File: config.mk
export PLATFORM = sky130hd
export DESIGN_NAME = saber_cmov
export DESIGN_NICKNAME = d
export VERILOG_FILES = /design/src/rtl/saber_cmov_pkg.sv /design/src/rtl/ct_select64.sv /design/src/rtl/saber_cmov.sv
export SDC_FILE = /design/constraint.sdc
export NUM_CORES = 1
export LEC_CHECK = 0
export ABC_AREA = 1
export CORE_ASPECT_RATIO = 0.6
export CORE_UTILIZATION = 47
export CTS_CLUSTER_DIAMETER = 50
export DETAILED_ROUTE_END_ITERATION = 7
export PLACE_DENSITY_LB_ADDON = 0.08
export SLEW_MARGIN = 20
export SYNTH_ARGS = -nofsm -noshare
export SYNTH_HDL_FRONTEND = slang
export SYNTH_HIERARCHICAL = 1
export SYNTH_SLANG_ARGS = --single-unit
File: constraint.sdc
create_clock -name clk -period 3.3 [get_ports clk]
set_input_delay 0.99 -clock clk [delete_from_list [all_inputs] [get_ports clk]]
set_output_delay 0.99 -clock clk [all_outputs]
set_load 0.03 [all_outputs]
File: src/rtl/saber_cmov_pkg.sv
// rtl/saber_cmov_pkg.sv - shared state, bank and width constants for the constant-time key move
package saber_cmov_pkg;

   localparam int WORD_W = 64;
   localparam int ADDR_W = 9;

   localparam logic BANK_KP = 1'b0;
   localparam logic BANK_Z  = 1'b1;

   typedef enum logic [2:0] {
      ST_IDLE  = 3'd0,
      ST_RD_A  = 3'd1,
      ST_RD_B  = 3'd2,
      ST_CAP_B = 3'd3,
      ST_WRITE = 3'd4,
      ST_DONE  = 3'd5
   } state_t;

endpackage

File: src/rtl/ct_select64.sv
// rtl/ct_select64.sv - branch-free masked select, out = a where mask is 1, b elsewhere
module ct_select64
   import saber_cmov_pkg::*;
(
   input  logic [WORD_W-1:0] a,
   input  logic [WORD_W-1:0] b,
   input  logic [WORD_W-1:0] mask,
   output logic [WORD_W-1:0] out
);

   assign out = (a & mask) | (b & ~mask);

endmodule

File: src/rtl/saber_cmov.sv
// rtl/saber_cmov.sv - fixed-latency K'/z conditional move; CMOV_SCRUB_EN clears wa/wb/mask on entry to DONE
module saber_cmov
   import saber_cmov_pkg::*;
#(
   parameter int                LEN       = 4,
   parameter logic [ADDR_W-1:0] RD_OFFSET = 9'd0,
   parameter logic [ADDR_W-1:0] WR_OFFSET = 9'd0
) (
   input  logic              clk,
   input  logic              rst,
   input  logic              start,
   input  logic              verify_true,
   output logic [ADDR_W-1:0] rd_address,
   output logic              rd_base_sel,
   input  logic [WORD_W-1:0] din,
   output logic [ADDR_W-1:0] wr_address,
   output logic              wr_en,
   output logic [WORD_W-1:0] dout,
   output logic              done
);

   localparam logic [ADDR_W-1:0] LAST = ADDR_W'(LEN - 1);

   state_t            state;
   logic [ADDR_W-1:0] idx;
   logic [WORD_W-1:0] mask;
   logic [WORD_W-1:0] wa;
   logic [WORD_W-1:0] wb;
   logic [WORD_W-1:0] sel;
   logic              armed;

   ct_select64 u_sel (
      .a    (wa),
      .b    (wb),
      .mask (mask),
      .out  (sel)
   );

   // Gating with the write strobe keeps dout at zero outside WRITE without a branch on mask.
   assign dout = sel & {WORD_W{wr_en}};

   always_ff @(posedge clk or negedge rst) begin
      if (!rst) begin
         state       <= ST_IDLE;
         idx         <= '0;
         mask        <= '0;
         wa          <= '0;
         wb          <= '0;
         armed       <= 1'b0;
         rd_address  <= '0;
         rd_base_sel <= BANK_KP;
         wr_address  <= '0;
         wr_en       <= 1'b0;
         done        <= 1'b0;
      end else begin
         // armed stays low for the first edge after reset so a start coincident with release is dropped
         armed       <= 1'b1;
         wr_en       <= 1'b0;
         rd_base_sel <= BANK_KP;
         case (state)
            ST_IDLE, ST_DONE: begin
               if (start && armed) begin
                  state      <= ST_RD_A;
                  idx        <= '0;
                  mask       <= {WORD_W{verify_true}};
                  done       <= 1'b0;
                  rd_address <= RD_OFFSET;
               end
            end
            ST_RD_A: begin
               state       <= ST_RD_B;
               rd_base_sel <= BANK_Z;
            end
            ST_RD_B: begin
               state <= ST_CAP_B;
               wa    <= din;
            end
            ST_CAP_B: begin
               state      <= ST_WRITE;
               wb         <= din;
               wr_en      <= 1'b1;
               wr_address <= WR_OFFSET + idx;
            end
            ST_WRITE: begin
               if (idx == LAST) begin
                  state <= ST_DONE;
                  done  <= 1'b1;
`ifdef CMOV_SCRUB_EN
                  wa    <= '0;
                  wb    <= '0;
                  mask  <= '0;
`endif
               end else begin
                  state      <= ST_RD_A;
                  idx        <= idx + ADDR_W'(1);
                  rd_address <= RD_OFFSET + idx + ADDR_W'(1);
               end
            end
            default: state <= ST_IDLE;
         endcase
      end
   end

endmodule
== Word-level counts from Yosys, hierarchy flattened ==
Cells that the tools add are included.
Widths: inputs -> output; s select.

* Bits in registers: 154
* Latch bits: 0
* Memory bits (writable): 0
* Memory bits (read-only): 0
* Input bits: 68
* Output and inout port bits: 85
* Word-level logic and storage cells: 43
* Memories kept: 0

* Add/sub/neg operators: 1
* $mul: 0
* Divide/modulo/power cells: 0
* Magnitude comparators: 0
* Equal/unequal tests: 9
* Shift-type cells: 0
* Mux-type cells: 11
* Bitwise logic cells: 5
* Reductions and logical operators: 7

{| class="wikitable"
|+ Operators by type and width
! cell !! number
|-
| $and 64x64->64 || 3
|-
| $not 64->64 || 1
|-
| $or 64x64->64 || 1
|-
| $mux 9 || 2
|-
| $pmux 9 s2 || 1
|-
| $pmux 3 s5 || 1
|-
| $add 9x1->9 const B || 1
|-
| $eq 9x2->1 const B || 1
|-
| $eq 3x2->1 const B || 2
|-
| $eq 3x3->1 const B || 2
|-
| $mux 3 || 2
|-
| $ne 2x2->1 const B || 3
|-
| $reduce_and 3->1 || 2
|-
| $mux 1 || 4
|-
| $eq 3x1->1 const B || 1
|-
| $logic_not 3->1 || 1
|-
| $pmux 1 s2 || 1
|-
| $reduce_and 2->1 || 1
|-
| $reduce_bool 2->1 || 1
|-
| $reduce_or 2->1 || 1
|-
| $logic_and 1x1->1 || 1
|}

== Logic depth before layout (Yosys ltp) ==
* Depth after elaboration: 4
* Mapped depth: 7
* Mapped depth without buffers: 7

== By module ==
The synthesis kept the hierarchy.

{| class="wikitable"
|+ Modules (own cells, without submodules)
! module !! times used !! cells each !! area each (um2) !! sequential area each (um2)
|-
| saber_cmov || 1 || 763 || 6478.7 || 3853.7
|-
| ct_select64 || 1 || 256 || 960.9 || 0.0
|}

== Worst setup path before layout ==
No wires, ideal clock.

* Path kind: register -> output
* From: register mask[0] (netlist name)
* To: output port dout[33]
* Arrival: 2.651 ns
* Required time: 2.310 ns
* Slack: -0.341 ns
* Stages on the path, launching flop included: 5
* Path buffers: 0
* Cell sequence: dfrtp_1 > nand2_1 > nand2_1 > nand2_1 > inv_1

{| class="wikitable"
|+ RTL lines
! item !! line !! RTL
|-
| end: declaration || saber_cmov.sv:18 || <nowiki>output logic [WORD_W-1:0] dout,</nowiki>
|}

==> run_results.csv <==
group,metric,value,unit
run_status,status,"complete, no violations",
timing,layout_min_cycle_time,3.187,ns
yosys,yosys-top-cells-area,"dfrtp_1 52%, nand2_1 22%, inv_1 11%, o21ai_1 8.1%, buf_2 1.3%",
yosys,syn_nets,1088,
placement,place_ws,0.4575,ns
clock_tree,cts_sinks,154,
min_path,hold_start,"wa[62]",
clock_tree,clock_path_buffers,2,
timing,rsz0062_at_grt,"false",
critical_path,r2r-start,"state[1]",
final_layout,antenna_cells,0,
placement,port_buffers,152,
critical_path,reg2reg_depth,4,
yosys,yosysSeqAreaShare,51.80,%
drt,dr_total_vias,6327,
pwr,power_density,891.4,nW/µm²
drt,routed_via_density,4.585,
floorplan,rows,35,
final_layout,fillers,1419,
clock_tree,htreeDepth,4,
clock_tree,worstSkewPairLatency,0.42,ns
floorplan,ios,153,
yosys,synth_seq_cells,154,
min_path,min_to,"wa[62]",
clock_tree,cts_tree,"built",
clock_tree,clkTransAtPathRegs,0.06,ns
final_layout,area_growth,31.60,%
timing,slew_viol_final,0,
floorplan,fp.dieW,164.4,µm
floorplan,initial_core_util,48.26,%
timing,hold_slack,0.4830,ns
drt,drc,0,
critical_path,required,2.31,ns
min_path,hold_class,"reg2reg",
yosys,syn_area_per_cell,7.301,µm²
final_layout,drive_above_1_share,4.928,%
yosys,yosysTopAreaCell,"dfrtp_1",
drt,routed_wirelength,16650,µm
drt,dr.first_iter.drc_count,460,
global_route,grt_max_degree,70,
critical_path,cp-end-kind,"output port",
critical_path,critPathArrivalTime,2.20,ns
timing,max_slew.worst_pin.slew,0.7680,ns
critical_path,worstSetupPathType,"reg2out",
timing,hold_viol_final,0,
timing,clock.fmax,313.8,MHz
floorplan,die_h,99.46,µm
global_route,antenna_found_initial,0,
timing,timing.final.ws_setup,0.1132,ns
timing,maxSlewHeadroom,48.80,%
critical_path,start_kind,"flop",
pwr,power_leakage,5.598,nW
critical_path,r2r_slack,1.29,ns
timing,skew,0.01069,ns
yosys,post_synth_num_cell_types,23,
timing,finalSetupViolCount,0,
timing,tns,0,ns
drt,postRouteAntennaNets,0,
global_route,overflow,0,
critical_path,reg2reg_to,"wb[36]",
pwr,power.total,0.008727,W
clock_tree,root_buffer,"clkbuf_16",
drt,wl_per_cell,12.07,µm
placement,routabilityCongestion,0.7728,
timing,layout_worst_path_cycle_share,96.57,%
flow_run,maxCapViolations,0,
floorplan,dieArea,16350,µm²
global_route,grt_pass1_vias,5748,
clock_tree,tritoncts.num_buffers,17,
floorplan,core-area,15410,µm²
min_path,holdPathStages,2,
yosys,synth_top_area_share,51.80,%
clock_tree,cts_hold_buf,0,
yosys,yosys_warnings,6,
global_route,grt.total_usage,22.03,%
critical_path,worstPathMaxFanout,63,
yosys,postSynthCellCount,1019,
drt,firstDrtPassIters,5,
placement,hpwl,10950,µm
yosys,synthesis.area,7440,µm²
final_layout,fin_nets,1233,
pwr,peakVddDrop,0.3921,mV
global_route,grt_pass1_wl,28560,µm
[metrics by stage]
step / std cells / util (%) / instance area (µm²)
floorplan: 1019 / - / 7441
global placement: 1347 / 59.59 / 9186
detailed placement: 1347 / 59.59 / 9186
CTS: 1379 / 63.24 / 9748
global route: 1380 / 63.51 / 9791
finish: 1380 / 63.51 / 9791
[cell type report]
| type | count | area, µm² | area share [%] |
|---|---|---|---|
| Clock buffer | 19 | 452.9 | 4.626 |
| Clock inverter | 13 | 108.9 | 1.112 |
| Inverter | 211 | 792.0 | 8.089 |
| Multi-Input combinational cell | 617 | 2596 | 26.52 |
| Sequential cell | 154 | 3859 | 39.41 |
| Tap cell | 203 | 254.0 | 2.594 |
| Timing Repair Buffer | 163 | 1728 | 17.65 |
[kinds of logic (layout without fill, tap and decap cells)]
group / count (synthesis) / in the layout / synth area share (%)
flops: 154 / 154 / 51.80
compound gates: 144 / 144 / 10.02
simple gates: 471 / 471 / 24.32
other cells: 1 / 1 / 0.05041
fa+ha+maj: 1 / 1 / 0.1682
buf+inv: 248 / 406 / 13.64
[placed cells by master (no fill, tap or decap)]
cell / instances
nor2_1: 11
clkinv_4: 3
buf_16: 1
dfrtp_1: 152
nand3_1: 16
buf_6: 1
nand2_1: 437
dlymetal6s2s_1: 11
conb_1: 1
nor3b_1: 1
clkbuf_16: 17
clkinvlp_4: 4
dfrtp_2: 1
clkdlybuf4s50_1: 140
o21ai_2: 5
a21oi_2: 1
ha_1: 1
o21ai_1: 121
buf_12: 6
inv_1: 210
o21ai_0: 14
nand2_2: 2
nand3_4: 2
inv_6: 6
a21oi_1: 2
nor2_4: 1
dfrtp_4: 1
inv_2: 1
buf_4: 4
clkbuf_8: 2
o211ai_1: 1
nand4_1: 1
[flip-flops by register name (all words and copies together) (netlist names)]
signal       count
wb              64
mask             1
wa              64
wr_en            1
idx              9
done             1
armed            1
rd_base_sel      1
state            3
wr_address       9
[critical path: stages, from the launching register on]
cell and delay, ns:
dfrtp_4 0.57, buf_16 0.23, inv_1 0.08, nand2_1 0.04, nand2_1 0.05, nand2_1 0.09
inv_1 0.06, clkdlybuf4s50_1 0.66
[metal layers]
metal  part of all wire, %  vias up  GRT usage (%)  routed length, µm
li1                      -     3313              -                  -
met1                    53     2857          34.38               8747
met2                    41      146          30.83               6811
met3                   5.9       11          5.088                979
met4                  0.68        0          4.799                113
met5                     0        -              0                  0
[worst max-delay path by stage]
stage	from	to	slack, ns
after floorplan	mask[0]	dout[33]	0.52
after global placement	mask[0]	dout[46]	0.45
after detailed placement	mask[0]	dout[44]	0.46
after CTS	mask[0]	dout[44]	0.01
after global routing	mask[0]	dout[15]	0.003
final	mask[0]	dout[49]	0.11
[synth_stat cells, drive strengths merged]
cell type,n
clkbuf,7
nand4,1
dfrtp,154
a21oi,3
nand3,18
inv,211
nand2,439
o21ai,140
nor2,12
buf,30
ha,1
o211ai,1
nor3b,1
conb,1
[where the power goes]
part	internal (W)	switching (W)	leakage (nW)	total (W)
Combinational	0.00138	0.00224	3.41	0.00362
Clock	0.00102	0.000808	0.264	0.00183
Sequential	0.00274	0.000537	1.93	0.00328
Total	0.00514	0.00359	5.60	0.00873
[repair_timing]
action                                  in CTS  in global routing
resized for setup                            0                 12
endpoints found under the setup margin       0                 42
buffers inserted                             0                  1
Note: power is estimated with default switching activity, not from simulation.
